File: src/rtl/seg7_pkg.sv
// Shared constants, state encoding and glyph table for the 7-segment scan controller.
package seg7_pkg;

  localparam logic [6:0] SEG_BLANK_AL = 7'h7F;

  typedef enum logic {
    ST_GUARD = 1'b0,
    ST_DRIVE = 1'b1
  } scan_state_e;

  // Ceiling log2, never below 1 so counters always have at least one bit.
  function automatic int clog2(input int value);
    int res;
    res = 0;
    for (int i = 0; i < 31; i++) begin
      if ((32'd1 << i) < value) begin
        res = i + 1;
      end
    end
    return (res < 1) ? 1 : res;
  endfunction

  // Active-low hex glyphs, bit order {g,f,e,d,c,b,a}.
  function automatic logic [6:0] hex_glyph_al(input logic [3:0] nib);
    logic [6:0] seg;
    case (nib)
      4'h0: seg = 7'h40;
      4'h1: seg = 7'h79;
      4'h2: seg = 7'h24;
      4'h3: seg = 7'h30;
      4'h4: seg = 7'h19;
      4'h5: seg = 7'h12;
      4'h6: seg = 7'h02;
      4'h7: seg = 7'h78;
      4'h8: seg = 7'h00;
      4'h9: seg = 7'h10;
      4'hA: seg = 7'h08;
      4'hB: seg = 7'h03;
      4'hC: seg = 7'h46;
      4'hD: seg = 7'h21;
      4'hE: seg = 7'h06;
      4'hF: seg = 7'h0E;
      default: seg = SEG_BLANK_AL;
    endcase
    return seg;
  endfunction

endpackage

File: src/rtl/seg7_scan_ctrl_dec.sv
// Nibble-to-segment decoders: full hex glyph set, or decimal-only with A-F blank.
module hex2digit_hex
  import seg7_pkg::*;
#(
  parameter int INVERT = 1
) (
  input  logic [3:0] nib_i,
  output logic [6:0] seg_o
);

  assign seg_o = (INVERT != 0) ? hex_glyph_al(nib_i) : ~hex_glyph_al(nib_i);

endmodule

module hex2digit_dec
  import seg7_pkg::*;
#(
  parameter int INVERT = 1
) (
  input  logic [3:0] nib_i,
  output logic [6:0] seg_o
);

  logic [6:0] glyph_al_s;

  assign glyph_al_s = (nib_i > 4'd9) ? SEG_BLANK_AL : hex_glyph_al(nib_i);
  assign seg_o      = (INVERT != 0) ? glyph_al_s : ~glyph_al_s;

endmodule

File: src/rtl/seg7_scan_ctrl.sv
// Multiplexed N-digit 7-segment scan controller with guard blanking, frame-coherent
// load handshake and optional leading-zero suppression. rst_n is expected release-synchronised upstream.
module seg7_scan_ctrl
  import seg7_pkg::*;
#(
  parameter int NUM_DIGITS = 4,
  parameter int SLOT_CYC   = 50000,
  parameter int GUARD_CYC  = 500,
  parameter int DEC_MODE   = 0,
  parameter int INVERT     = 1
) (
  input  logic                    clk,
  input  logic                    rst_n,
  input  logic [4*NUM_DIGITS-1:0] value_i,
  input  logic                    valid_i,
  output logic                    ready_o,
  input  logic                    lz_en_i,
  output logic [6:0]              seg_o,
  output logic [NUM_DIGITS-1:0]   an_o,
  output logic                    frame_o
);

  localparam int IDX_W = clog2(NUM_DIGITS);
  localparam int CNT_W = clog2(SLOT_CYC);
  localparam logic [6:0]            SEG_BLANK = (INVERT != 0) ? SEG_BLANK_AL : 7'h00;
  localparam logic [CNT_W-1:0]      CNT_LAST  = CNT_W'(SLOT_CYC - 1);
  localparam logic [CNT_W-1:0]      CNT_GUARD = CNT_W'(GUARD_CYC);
  localparam logic [IDX_W-1:0]      IDX_LAST  = IDX_W'(NUM_DIGITS - 1);
  localparam logic [NUM_DIGITS-1:0] AN_ONE    = NUM_DIGITS'(1);

  logic [CNT_W-1:0]        slot_cnt_q, slot_cnt_d;
  logic [IDX_W-1:0]        idx_q, idx_d;
  scan_state_e             state_q, state_d;
  logic [4*NUM_DIGITS-1:0] shadow_q, shadow_d;
  logic [4*NUM_DIGITS-1:0] pending_q, pending_d;
  logic                    pend_vld_q, pend_vld_d;
  logic                    lz_q, lz_d;
  logic                    lz_pend_q, lz_pend_d;
  logic [6:0]              seg_q, seg_d;
  logic [NUM_DIGITS-1:0]   an_q, an_d;
  logic                    frame_q, frame_d;

  logic                    cnt_wrap_s;
  logic                    frame_wrap_s;
  logic                    xfer_s;
  logic                    commit_s;
  logic                    zero_run_s;
  logic [NUM_DIGITS-1:0]   lz_mask_s;
  logic [3:0]              nib_s;
  logic [6:0]              dec_seg_s;

  // A digit is a leading zero when it and every digit above it are zero; digit 0 never is.
  always_comb begin
    zero_run_s = 1'b1;
    lz_mask_s  = '0;
    for (int k = NUM_DIGITS - 1; k >= 1; k--) begin
      zero_run_s   = zero_run_s & (shadow_q[4*k +: 4] == 4'h0);
      lz_mask_s[k] = lz_q & zero_run_s;
    end
  end

  // Decoder is fed from the next digit index so its output registers alongside an_o.
  assign nib_s = shadow_q[{idx_d, 2'b00} +: 4];

  generate
    if (DEC_MODE == 0) begin : g_hex
      hex2digit_hex #(.INVERT(INVERT)) u_dec (.nib_i(nib_s), .seg_o(dec_seg_s));
    end else begin : g_dec
      hex2digit_dec #(.INVERT(INVERT)) u_dec (.nib_i(nib_s), .seg_o(dec_seg_s));
    end
  endgenerate

  // Next-state: slot/digit counters, scan FSM, handshake registers and display outputs.
  always_comb begin
    cnt_wrap_s   = (slot_cnt_q == CNT_LAST);
    frame_wrap_s = cnt_wrap_s && (idx_q == IDX_LAST);
    xfer_s       = valid_i && !pend_vld_q;
    commit_s     = frame_wrap_s && pend_vld_q;

    if (cnt_wrap_s) begin
      slot_cnt_d = '0;
    end else begin
      slot_cnt_d = slot_cnt_q + CNT_W'(1);
    end

    if (frame_wrap_s) begin
      idx_d = '0;
    end else if (cnt_wrap_s) begin
      idx_d = idx_q + IDX_W'(1);
    end else begin
      idx_d = idx_q;
    end

    case (state_q)
      ST_GUARD: state_d = (slot_cnt_d == CNT_GUARD) ? ST_DRIVE : ST_GUARD;
      ST_DRIVE: state_d = cnt_wrap_s ? ST_GUARD : ST_DRIVE;
      default:  state_d = ST_GUARD;
    endcase

    // Commit and accept are exclusive: accepting needs an empty pending slot.
    if (commit_s) begin
      shadow_d   = pending_q;
      lz_d       = lz_pend_q;
    end else begin
      shadow_d   = shadow_q;
      lz_d       = lz_q;
    end

    if (xfer_s) begin
      pending_d  = value_i;
      lz_pend_d  = lz_en_i;
      pend_vld_d = 1'b1;
    end else if (commit_s) begin
      pending_d  = pending_q;
      lz_pend_d  = lz_pend_q;
      pend_vld_d = 1'b0;
    end else begin
      pending_d  = pending_q;
      lz_pend_d  = lz_pend_q;
      pend_vld_d = pend_vld_q;
    end

    if (state_d == ST_DRIVE) begin
      an_d  = ~(AN_ONE << idx_d);
      seg_d = lz_mask_s[idx_d] ? SEG_BLANK : dec_seg_s;
    end else begin
      an_d  = '1;
      seg_d = SEG_BLANK;
    end

    frame_d = frame_wrap_s;
  end

  // State and output registers.
  always_ff @(posedge clk or negedge rst_n) begin
    if (!rst_n) begin
      slot_cnt_q <= '0;
      idx_q      <= '0;
      state_q    <= ST_GUARD;
      shadow_q   <= '0;
      pending_q  <= '0;
      pend_vld_q <= 1'b0;
      lz_q       <= 1'b0;
      lz_pend_q  <= 1'b0;
      seg_q      <= SEG_BLANK;
      an_q       <= '1;
      frame_q    <= 1'b0;
    end else begin
      slot_cnt_q <= slot_cnt_d;
      idx_q      <= idx_d;
      state_q    <= state_d;
      shadow_q   <= shadow_d;
      pending_q  <= pending_d;
      pend_vld_q <= pend_vld_d;
      lz_q       <= lz_d;
      lz_pend_q  <= lz_pend_d;
      seg_q      <= seg_d;
      an_q       <= an_d;
      frame_q    <= frame_d;
    end
  end

  assign seg_o   = seg_q;
  assign an_o    = an_q;
  assign frame_o = frame_q;
  assign ready_o = ~pend_vld_q;

endmodule

File: config.mk
export PLATFORM = sky130hd
export DESIGN_NAME = seg7_scan_ctrl
export DESIGN_NICKNAME = d
export VERILOG_FILES = /design/src/rtl/seg7_pkg.sv /design/src/rtl/seg7_scan_ctrl_dec.sv /design/src/rtl/seg7_scan_ctrl.sv
export SDC_FILE = /design/constraint.sdc
export NUM_CORES = 1
export LEC_CHECK = 0
export CAP_MARGIN = 10
export CORE_MARGIN = 2
export CORE_UTILIZATION = 35
export DETAILED_ROUTE_END_ITERATION = 6
export GPL_ROUTABILITY_DRIVEN = 1
export PLACE_DENSITY = 0.54
export SLEW_MARGIN = 20
export SYNTH_ARGS = -nofsm -noshare
export SYNTH_HDL_FRONTEND = slang
export SYNTH_SLANG_ARGS = --single-unit
File: constraint.sdc
create_clock -name clk -period 2.8 [get_ports clk]
set_input_delay 0.56 -clock clk [delete_from_list [all_inputs] [get_ports clk]]
set_output_delay 0.56 -clock clk [all_outputs]
set_load 0.05 [all_outputs]
==> run summary <==
combinational share of power = 3.9%
fillers = 873
vias = 2,294
Die Span X = 100 µm
mux cell area share after synthesis = 15.7%
worst reg-to-reg setup slack = 0.13 ns
final wirelength = 6660 µm
number of hold violations in the final report = 0
hold_buf cts = 0
CTS sink cnt = 66
Reg clk slew, reported paths = 0.09 ns
Internal = 1.46 mW
io pins = 33
clock share of power = 43.8%
Critical Path Fanout Max = 7
Compound-Gate Fraction of Synth Area = 8.43%
Final Critical Period = 2.67 ns
Synth Area in XOR/XNOR = 4.85%
Die Y = 100 µm
total track usage = 14.6%
Area Overhead vs Synth = 29.0%
largest family of logic cells by synthesized area = multiplexers
largest net degree at the start of global routing = 43
total core area = 9110 µm²
GRT overflow = 0
Final period util = 95.4%
crit end category = flip-flop
WL/cell = 14.7 µm
NumNets Final = 366
FF+latch count, synth = 66
crit path kind = flip-flop to flip-flop
Root Buffer = clkbuf_8
Routed Antenna Nets = 0
port bufs = 32
pwr/cell area = 457 nW/µm²
largest area contributor in the synthesized netlist = dfrtp_1
Slew Viols, Final = 0
Synth cell types = 47
Antenna Cells = 0
maxcap violations = 0
register share of total power = 52.2%
Post-Synthesis Cells = 265
Psw = 459 µW
critical path startpoint category = flip-flop
f_max = 0.374 GHz
setup violators final = 0
effective utilization at floorplan = 35.7%
Finished Layout Cells = 454
skew final = 0.0155 ns
Syn Nets = 293
Hold Path Class = input port to async pin
sequential element share of the synthesized area = 51.3%
post-synthesis adder-cell area fraction = 3.08%
Cell Chain, Critical Path = nor4b_4 > and4_4 > mux2i_4 > inv_4 > a21oi_1 > a22o_1 > inv_1 > ha_1 > nor3b_4 > a211oi_2 > o21ai_1
DR pass1 iterations = 5
initial antenna violation count = 0
Worst Path Required = 3.07 ns
mean post-synth cell area = 12.3 µm²
DR iter-0 viols = 113
asr flop ratio synth = 100%
Synth top area share = 42.4%
YS warnings = 0
GPL Wtd Cong = 0.846
worst path arrival time = 2.94 ns
Synth area leaders = dfrtp_1 (42%), mux2_2 (13%), dfstp_2 (8.9%), ha_1 (3.1%), xor2_1 (3.0%)
worst-margin pin slew = 0.583 ns
leakage power total = 1.88 nW
site row count = 35
CTS tree = built
status = finished clean
htree depth = 3
Avg Vias per Cell = 5.05
placed cells = 430
Synth Area in Simple Gates = 13.5%
VDD IR-drop max = 0.000261 V
Worst path max stage delay = 0.42 ns
area of the die = 10,100 µm²
clk buf depth = 2
DRC = 0
Synth Flop Type = dfrtp_1
HPWL after DPL = 4690 µm
Slew headroom = 61.2%
layout cell share with drive strength beyond 1 = 36.4%
Setup TNS = 0 ns
CTS buffer count = 9
vias in the first global route = 2,287
netlist area before placement = 3250 µm²
first-pass GRT wire length = 11,300 µm
EDFF count, synth = 0
Sw Share = 23.9%
Slowest-stage cell, CP = dfrtp_1
Clock Latency Late Sink = 0.35 ns
==> final timing paths <==
| check | start | to | cells past startpoint |
|---|---|---|---|
| min | rst_n | slot_cnt_q[4] | 1 |
| min in group clk | pending_q[8] | pending_q[8] | 1 |
| max reg2reg | slot_cnt_q[7] | seg_o[3] | 11 |
| max | slot_cnt_q[7] | seg_o[3] | 11 |
| max in group asynchronous | rst_n | seg_o[1] | 2 |
| min reg2reg | pending_q[8] | pending_q[8] | 1 |
==> cells in the mapped netlist, types with 2 or more instances <==
cell,n
xor2_1,11
mux2i_1,5
mux2i_4,2
nand4_1,3
inv_4,2
o21ai_0,2
nor4b_4,2
nor4_1,3
dfrtp_1,55
ha_1,8
a211oi_1,5
a211oi_2,4
buf_6,2
buf_2,2
nor3_1,7
nand2_1,15
a21oi_1,6
clkbuf_1,2
o31ai_1,2
dfstp_2,11
o211ai_1,3
o221ai_1,2
inv_1,12
and4b_1,2
xnor2_1,7
and4_1,4
or3_1,3
nor2_1,16
nand3_1,12
and3_1,2
mux2_2,37
==> cells in the final DEF, fill, tap and decap left out, drive strengths merged, types with 2 or more instances in the layout <==
cell type / n
dfrtp: 55
buf: 38
mux2: 37
clkdlybuf4s50: 31
inv: 18
nor2: 16
nand2: 15
nand3: 12
xor2: 11
dfstp: 11
clkbuf: 9
a211oi: 9
ha: 8
xnor2: 7
nor3: 7
a21oi: 7
mux2i: 7
nor4: 4
and4: 4
nand4: 3
or3: 3
o211ai: 3
o21ai: 3
nor4b: 2
and3: 2
o31ai: 2
o221ai: 2
and4b: 2
or2: 2
==> power groups by stage <==
stage	Clock [mW]	Combinational, mW	Sequential (mW)
2_1_floorplan	0	0.0280	1.01
6_report	0.840	0.0756	1.00
3_5_place_dp	0	0.0784	1.02
4_1_cts	0.870	0.0785	1.00
3_3_place_gp	0	0.0766	1.02
5_1_grt	0.911	0.0854	1.01
==> metal layers <==
metal / track usage (%) / share of wire (%) / vias to the layer above
met1: 19.9 / 48 / 1146
met2: 21.9 / 47 / 41
met3: 3.48 / 3.6 / 6
met5: 0 / 0 / -
li1: - / - / 1101
met4: 6.64 / 1.1 / 0
==> critical path: cells and delay by family (launching register included) <==
family	cells	cell delay, ns
AND/OR/NAND/NOR	3	0.87
flip-flops	1	0.42
AO/OA/AOI/OAI	4	0.61
buffers and inverters	2	0.18
adder cells (fa/ha/maj)	1	0.22
multiplexers	1	0.30
==> metrics by stage <==
stage / total power, mW / instance area, µm² / util [%] / setup WS, ns / hold slack (ns)
3_5_place_dp: 1.10 / 3900 / 42.8 / -0.0926 / 0.488
6_report: 1.92 / 4190 / 46.0 / 0.130 / 0.211
5_1_grt: 2.00 / 4190 / 46.0 / -0.00174 / 0.248
2_1_floorplan: 1.04 / 3260 / - / 0.0469 / 0.264
4_1_cts: 1.95 / 4130 / 45.3 / 0.00969 / 0.218
3_3_place_gp: 1.10 / 3900 / 42.8 / -0.0746 / 0.472
==> sequential cells by signal, summed over array words and instances, names as in the netlist, 2 cells and up <==
register,cells
pending_q,16
shadow_q,16
slot_cnt_q,16
seg_o,7
an_o,4
idx_q,2
==> cells by family (layout without fill, tap and decap cells) <==
kind of cell	Yosys count	in the layout
flops	66	66
buf+inv	21	99
mux	44	44
compound gates	32	32
fa+ha+maj	8	8
xor+xnor	18	18
simple gates	76	76
==> layout make-up <==
| class | instances | area [µm²] | area share (%) |
|---|---|---|---|
| inverters | 14 | 57.6 | 1.37 |
| clock buffers | 9 | 124 | 2.95 |
| multi-input cells | 178 | 1520 | 36.3 |
| repair buffers | 69 | 606 | 14.4 |
| flip-flops and latches | 66 | 1670 | 39.7 |
| clock inverters | 7 | 81.3 | 1.94 |
| well taps | 111 | 139 | 3.31 |
==> what timing repair did <==
action	CTS	global route
pin swaps	1	6
setup endpoints to repair	5	6
setup buffers	1	7
gates resized for setup	2	7
gates cloned	0	0
No activity file was read; power rests on OpenSTA's default activity.
